`config.mk`:
```
export PLATFORM = sky130hd
export DESIGN_NAME = sw_ingress_port
export DESIGN_NICKNAME = d
export VERILOG_FILES = /design/src/rtl/sw_ingress_port.sv
export SDC_FILE = /design/constraint.sdc
export NUM_CORES = 1
export LEC_CHECK = 0
export CORE_ASPECT_RATIO = 0.7
export CORE_MARGIN = 3
export CORE_UTILIZATION = 40
export CTS_BUF_LIST = sky130_fd_sc_hd__clkbuf_4
export DETAILED_ROUTE_END_ITERATION = 8
export PLACE_DENSITY = 0.63
export SYNTH_ARGS = -nofsm -noshare
export SYNTH_HDL_FRONTEND = slang
export SYNTH_SLANG_ARGS = --single-unit
```
`constraint.sdc`:
```
create_clock -name clk -period 5 [get_ports clk]
set_clock_uncertainty 0.05 [all_clocks]
set_input_delay 1 -clock clk [delete_from_list [all_inputs] [get_ports clk]]
set_output_delay 1 -clock clk [all_outputs]
set_load 0.05 [all_outputs]
```
`src/rtl/sw_ingress_port.sv`:
```
// Switch ingress port: samples byte-serial packets, buffers them store-and-forward,
// and releases only complete packets tagged with their destination port.
// Optional feature macro: SW_DROP_CNT_EN adds a saturating 16-bit drop counter port.
module sw_ingress_port #(
  parameter int DEPTH     = 64,
  parameter int MAX_PKT   = 16,
  parameter int NUM_PORTS = 4
) (
  input  logic                         clk,
  input  logic                         rst,
  input  logic [7:0]                   data_in,
  input  logic                         sw_enable_in,
  output logic                         read_out,
  output logic                         out_valid,
  input  logic                         out_ready,
  output logic [7:0]                   out_data,
  output logic                         out_last,
  output logic [$clog2(NUM_PORTS)-1:0] out_port,
  output logic                         drop_pulse
`ifdef SW_DROP_CNT_EN
  ,
  output logic [15:0]                  drop_cnt
`endif
);

  localparam int AW = $clog2(DEPTH);
  localparam int PW = $clog2(NUM_PORTS);
  localparam int LW = $clog2(MAX_PKT + 2);

  typedef logic [AW:0] ptr_t;
  localparam ptr_t           PTR_ONE = ptr_t'(1);
  localparam logic [LW-1:0]  LEN_SAT = LW'(MAX_PKT + 1);

  localparam logic [1:0] W_IDLE   = 2'd0;
  localparam logic [1:0] W_RECV   = 2'd1;
  localparam logic [1:0] W_END    = 2'd2;

  localparam logic [1:0] R_IDLE   = 2'd0;
  localparam logic [1:0] R_HDR    = 2'd1;
  localparam logic [1:0] R_STREAM = 2'd2;

  // Address bits equal and wrap bits differ.
  function automatic logic is_full(input ptr_t wp, input ptr_t rp);
    return (wp ^ rp) == {1'b1, {AW{1'b0}}};
  endfunction

  logic [7:0]       mem_q [DEPTH];
  logic [DEPTH-1:0] last_q, last_d;
  logic [1:0]       wstate_q, wstate_d;
  logic [1:0]       rstate_q, rstate_d;
  ptr_t             wr_ptr_q, wr_ptr_d;
  ptr_t             wr_commit_q, wr_commit_d;
  ptr_t             rd_ptr_q, rd_ptr_d;
  logic [LW-1:0]    len_q, len_d;
  logic             err_q, err_d;
  logic             drop_pulse_q, drop_pulse_d;
  logic             read_out_q, read_out_d;
  logic [PW-1:0]    port_q, port_d;

  logic             mem_we;
  logic [AW-1:0]    mem_waddr;
  logic             start;
  ptr_t             base;
  ptr_t             prev;
  logic [AW-1:0]    rd_addr;
  logic             rd_last;
  logic             hs;
  ptr_t             occ;
  logic [AW+1:0]    free_space;

  // Write side: speculative writes, then commit or roll back to wr_commit.
  always_comb begin
    // NOTE: every variable gets a default here so no path leaves it unassigned and infers a latch.
    wstate_d     = wstate_q;
    wr_ptr_d     = wr_ptr_q;
    wr_commit_d  = wr_commit_q;
    len_d        = len_q;
    err_d        = err_q;
    last_d       = last_q;
    drop_pulse_d = 1'b0;
    mem_we       = 1'b0;
    mem_waddr    = wr_ptr_q[AW-1:0];
    start        = 1'b0;
    base         = wr_ptr_q;
    prev         = wr_ptr_q - PTR_ONE;

    case (wstate_q)
      W_IDLE: start = sw_enable_in;
      W_RECV: begin
        if (sw_enable_in) begin
          err_d = err_q | (len_q >= LW'(MAX_PKT)) | is_full(wr_ptr_q, rd_ptr_q);
          if (len_q != LEN_SAT) len_d = len_q + LW'(1);
          if (!err_d) begin
            mem_we                    = 1'b1;
            last_d[wr_ptr_q[AW-1:0]]  = 1'b0;
            wr_ptr_d                  = wr_ptr_q + PTR_ONE;
          end
        end else begin
          wstate_d = W_END;
        end
      end
      W_END: begin
        wstate_d = W_IDLE;
        if (!err_q && len_q >= LW'(2)) begin
          last_d[prev[AW-1:0]] = 1'b1;
          wr_commit_d          = wr_ptr_q;
        end else begin
          wr_ptr_d     = wr_commit_q;
          base         = wr_commit_q;
          drop_pulse_d = 1'b1;
        end
        start = sw_enable_in;
      end
      default: wstate_d = W_IDLE;
    endcase

    // A new packet may begin in IDLE or directly on the END cycle.
    if (start) begin
      wstate_d  = W_RECV;
      len_d     = LW'(1);
      err_d     = is_full(base, rd_ptr_q);
      mem_waddr = base[AW-1:0];
      if (!err_d) begin
        mem_we               = 1'b1;
        last_d[base[AW-1:0]] = 1'b0;
        wr_ptr_d             = base + PTR_ONE;
      end
    end
  end

  assign rd_addr   = rd_ptr_q[AW-1:0];
  assign rd_last   = last_q[rd_addr];
  assign out_valid = (rstate_q != R_IDLE);
  assign hs        = out_valid & out_ready;

  always_comb begin
    rstate_d = rstate_q;
    rd_ptr_d = rd_ptr_q;
    port_d   = port_q;
    case (rstate_q)
      R_IDLE: if (rd_ptr_q != wr_commit_q) rstate_d = R_HDR;
      R_HDR: begin
        if (hs) begin
          rd_ptr_d = rd_ptr_q + PTR_ONE;
          port_d   = mem_q[rd_addr][PW-1:0];
          rstate_d = rd_last ? R_IDLE : R_STREAM;
        end
      end
      R_STREAM: begin
        if (hs) begin
          rd_ptr_d = rd_ptr_q + PTR_ONE;
          if (rd_last) rstate_d = (rd_ptr_d != wr_commit_q) ? R_HDR : R_IDLE;
        end
      end
      default: rstate_d = R_IDLE;
    endcase
  end

  // Header byte drives the port directly so it is valid from the first output cycle.
  assign out_data = out_valid ? mem_q[rd_addr] : 8'h00;
  assign out_last = out_valid & rd_last;
  assign out_port = (rstate_q == R_HDR) ? mem_q[rd_addr][PW-1:0] : port_q;

  assign occ        = wr_ptr_q - rd_ptr_q;
  assign free_space = (AW+2)'(DEPTH) - {1'b0, occ};
  assign read_out_d = free_space < (AW+2)'(MAX_PKT);

  // NOTE: the data array carries no reset; pointers alone define which entries are live.
  always_ff @(posedge clk) begin
    if (mem_we) mem_q[mem_waddr] <= data_in;
  end

  always_ff @(posedge clk) begin
    // NOTE: sequential state uses non-blocking assignments so all flops update together.
    if (rst) begin
      wstate_q     <= W_IDLE;
      rstate_q     <= R_IDLE;
      wr_ptr_q     <= '0;
      wr_commit_q  <= '0;
      rd_ptr_q     <= '0;
      len_q        <= '0;
      err_q        <= 1'b0;
      last_q       <= '0;
      drop_pulse_q <= 1'b0;
      read_out_q   <= 1'b0;
      port_q       <= '0;
    end else begin
      wstate_q     <= wstate_d;
      rstate_q     <= rstate_d;
      wr_ptr_q     <= wr_ptr_d;
      wr_commit_q  <= wr_commit_d;
      rd_ptr_q     <= rd_ptr_d;
      len_q        <= len_d;
      err_q        <= err_d;
      last_q       <= last_d;
      drop_pulse_q <= drop_pulse_d;
      read_out_q   <= read_out_d;
      port_q       <= port_d;
    end
  end

  assign drop_pulse = drop_pulse_q;
  assign read_out   = read_out_q;

`ifdef SW_DROP_CNT_EN
  logic [15:0] drop_cnt_q, drop_cnt_d;

  always_comb begin
    drop_cnt_d = drop_cnt_q;
    if (drop_pulse_d && drop_cnt_q != 16'hFFFF) drop_cnt_d = drop_cnt_q + 16'd1;
  end

  always_ff @(posedge clk) begin
    if (rst) drop_cnt_q <= '0;
    else     drop_cnt_q <= drop_cnt_d;
  end

  assign drop_cnt = drop_cnt_q;
`endif

endmodule

```
==> results.sh <==
export IMPL_finalMaxSlewViolations=0
export IMPL_synthAdderAreaFrac_pct=0.948
export IMPL_routed_wl_mm=81.1
export IMPL_start_kind="flip-flop"
export IMPL_rsz0062_at_grt="true"
export IMPL_grt_pass1_wl_mm=119
export IMPL_synth_distinct_cells=74
export IMPL_fin_area_mm2=0.0313
export IMPL_initialDrtViolationCount=2499
export IMPL_final_period_utilization_pct=98.6
export IMPL_cp_required_ns=3.95
export IMPL_critPathCaptureType="primary output"
export IMPL_cts_clk_slew_worst_paths_ns=0.06
export IMPL_cts_hold_buffers=0
export IMPL_setup_viol=0
export IMPL_synth_cells=1763
export IMPL_worst_slew_pin_transition_ns=1.35
export IMPL_fin_nets=1997
export IMPL_status="finished, final reports clean"
export IMPL_worst_path_max_delay_cell="or4_4"
export IMPL_grt_util_all_layers_pct=22.5
export IMPL_start_util_pct=40.7
export IMPL_cts_buffers=154
export IMPL_synth_area_top_cells="edfxtp_1 (57%), mux4_2 (14%), dfxtp_1 (7.7%), nor3_1 (1.8%), a21oi_1 (1.5%)"
export IMPL_drive_above_1_share_pct=30.3
export IMPL_clk_latency_ns=0.99
export IMPL_final_common_cell="edfxtp_1"
export IMPL_peakVddDrop_mv=0.208
export IMPL_ys_ff_latch=617
export IMPL_die_h_um=224
export IMPL_grt_max_degree=65
export IMPL_arrival_ns=3.88
export IMPL_r2r_start="len_q[1]"
export IMPL_synth_top_family_by_area="multiplexers"
export IMPL_synth_compound_area_share_pct=8.73
export IMPL_via_per_inst=6.16
export IMPL_drtPass1Iterations=5
export IMPL_area_delta_synth_final_pct=15.2
export IMPL_tritoncts="yes"
export IMPL_gp_congestion=0.973
export IMPL_cp_max_fo=11
export IMPL_synth_simple_gate_area_share_pct=7.03
export IMPL_final_cell_mix="edfxtp_1 (512), clkbuf_4 (223), mux4_2 (164), buf_4 (139), nand2_1 (107)"
export IMPL_ant_nets=0
export IMPL_synth_flop_cell="edfxtp_1"
export IMPL_p_per_area_mw_per_mm2=350
export IMPL_maxSlewHeadroom_pct=10.2
export IMPL_hp_class="flip-flop to flip-flop"
export IMPL_fin_cells=2966
export IMPL_max_freq_mhz=203
export IMPL_vias=18300
export IMPL_crit_chain="buf_12 > mux4_2 > a22oi_1 > a21oi_2 > or4_4 > mux2_2 > buf_4"
export IMPL_tns_ns=0
export IMPL_grt_pass1_vias=17900
export IMPL_max_stage_delay_ns=0.60
export IMPL_die_x_um=318
export IMPL_dp_cells=2684
export IMPL_placementRows=79
export IMPL_die_area_mm2=0.0712
export IMPL_period_minus_slack_ns=4.93
export IMPL_dp_hpwl_mm=51.9
export IMPL_synth_mux_area_share_pct=15.7
export IMPL_drcViolationCount=0
export IMPL_antenna_found_initial=4
export IMPL_port_buffers=25
export IMPL_overflow=0
export IMPL_synth_edff_count=512
export IMPL_place_area_mm2=0.0291
export IMPL_cts_sinks=617
export IMPL_report_final_hold_viol_count=0
export IMPL_synth_xor_area_share_pct=1.10
export IMPL_leakage_nw=9.86
export IMPL_core_area_mm2=0.0668
export IMPL_num_io_pins=26
export IMPL_syn_area_mm2=0.0272
export IMPL_ctsHtreeMaxLevel=4
export IMPL_seq_area_frac_synth_pct=64.3
export IMPL_yosysTopAreaCellShare_pct=56.6
export IMPL_min_from="port_q[1]"
export IMPL_maxCapViolCount=0
export IMPL_cts_root_buf="clkbuf_4"
export IMPL_crit_type="flip-flop to primary output"
export IMPL_syn_avg_cell_area_um2=15.4
export IMPL_wire_per_inst_um=27.3
export IMPL_yosys_warnings=0
export IMPL_async_flop_share_pct=0
export IMPL_synth_top_area_cell="edfxtp_1"
export IMPL_clock_path_buffers=3
export IMPL_synth_nets=1795
[final timing paths]
| check | cells past startpoint | slack [ns] | endpoint |
|---|---|---|---|
| max | 7 | 0.07 | out_port[0] |
| min | 2 | 0.41 | port_q[1] |
| max reg2reg | 9 | 0.62 | mem_q[31][7] |
| min reg2reg | 2 | 0.41 | port_q[1] |
[flip-flops by register name (all words and copies together) (netlist names), named ones only]
signal and flops:
wstate_q 2, mem_q 512, rstate_q 2, port_q 2, read_out 1, wr_commit_q 7
err_q 1, drop_pulse 1, len_q 5, wr_ptr_q 7, last_q 64, rd_ptr_q 7
[power breakdown]
part	leakage, nW	internal [W]	switching, W
clock network	1.15	0.00226	0.00210
logic	3.25	0.000254	0.000739
registers	5.45	0.00560	0.0000216
total	9.86	0.00811	0.00286
[metrics by stage]
stage	hold WS [ns]	power (W)	utilization (%)	setup slack [ns]
after floorplan	0.384	0.00629	-	1.07
after global placement	0.393	0.00669	43.5	0.738
after detailed placement	0.407	0.00669	43.5	0.730
after CTS	0.354	0.0110	46.8	-0.0402
after global routing	0.423	0.0114	46.9	-0.0345
final	0.413	0.0110	46.9	0.0686
[layout make-up]
type,count,area [um^2]
antenna,5,12.5
multi-input combinational,996,9150
inverter,23,86.3
tap,891,1110
fill,5754,35500
timing repair buffer,173,1510
clock buffer,223,1670
sequential,617,17500
clock inverter,38,293
[logic make-up (layout without fill, tap and decap cells)]
logic type | after synthesis | count (layout)
XOR/XNOR | 34 | 34
flip-flops | 617 | 617
buffers and inverters | 150 | 457
other | 0 | 5
adder cells (fa/ha/maj) | 20 | 20
AO/OA/AOI/OAI | 330 | 330
multiplexers | 219 | 219
AND/OR/NAND/NOR | 393 | 393
[worst max-delay path, delay by kind of cell, from the launching register on]
kind,cells,cell delay (ns)
mux,2,0.88
simple gates,1,0.60
compound gates,2,0.54
flops,1,0.48
buf+inv,2,0.40
[timing repair]
action                                  in CTS  in global routing
pin swaps                                    0                  0
endpoints found under the setup margin      11                  7
gates resized for setup                     17                 13
gates cloned                                 2                  1
buffers inserted                            11                  2
[synth_stat cells (8+ instances only)]
library cell / number
nor2_1: 64
nand2_1: 107
mux2i_1: 41
xor2_1: 15
inv_1: 22
nor3_1: 96
a32oi_1: 14
clkbuf_1: 90
o22ai_1: 16
mux2_2: 13
nor2b_1: 11
a21oi_1: 82
or3_1: 12
edfxtp_1: 512
buf_1: 15
o21a_1: 8
nand3_1: 41
dfxtp_1: 105
and2_1: 19
buf_2: 20
xnor2_1: 19
mux4_2: 164
ha_1: 19
a2111oi_2: 13
o21ai_0: 46
a211oi_1: 26
a31oi_1: 11
a22oi_1: 29
[layer usage]
metal	global-route usage [%]	share of wire (%)	vias up
li1	-	-	7622
met1	35.1	44	9260
met2	30.1	42	1235
met3	6.04	12	144
met4	7.61	2.3	2
met5	0	0.016	-
(Power assumes the default switching activity.)
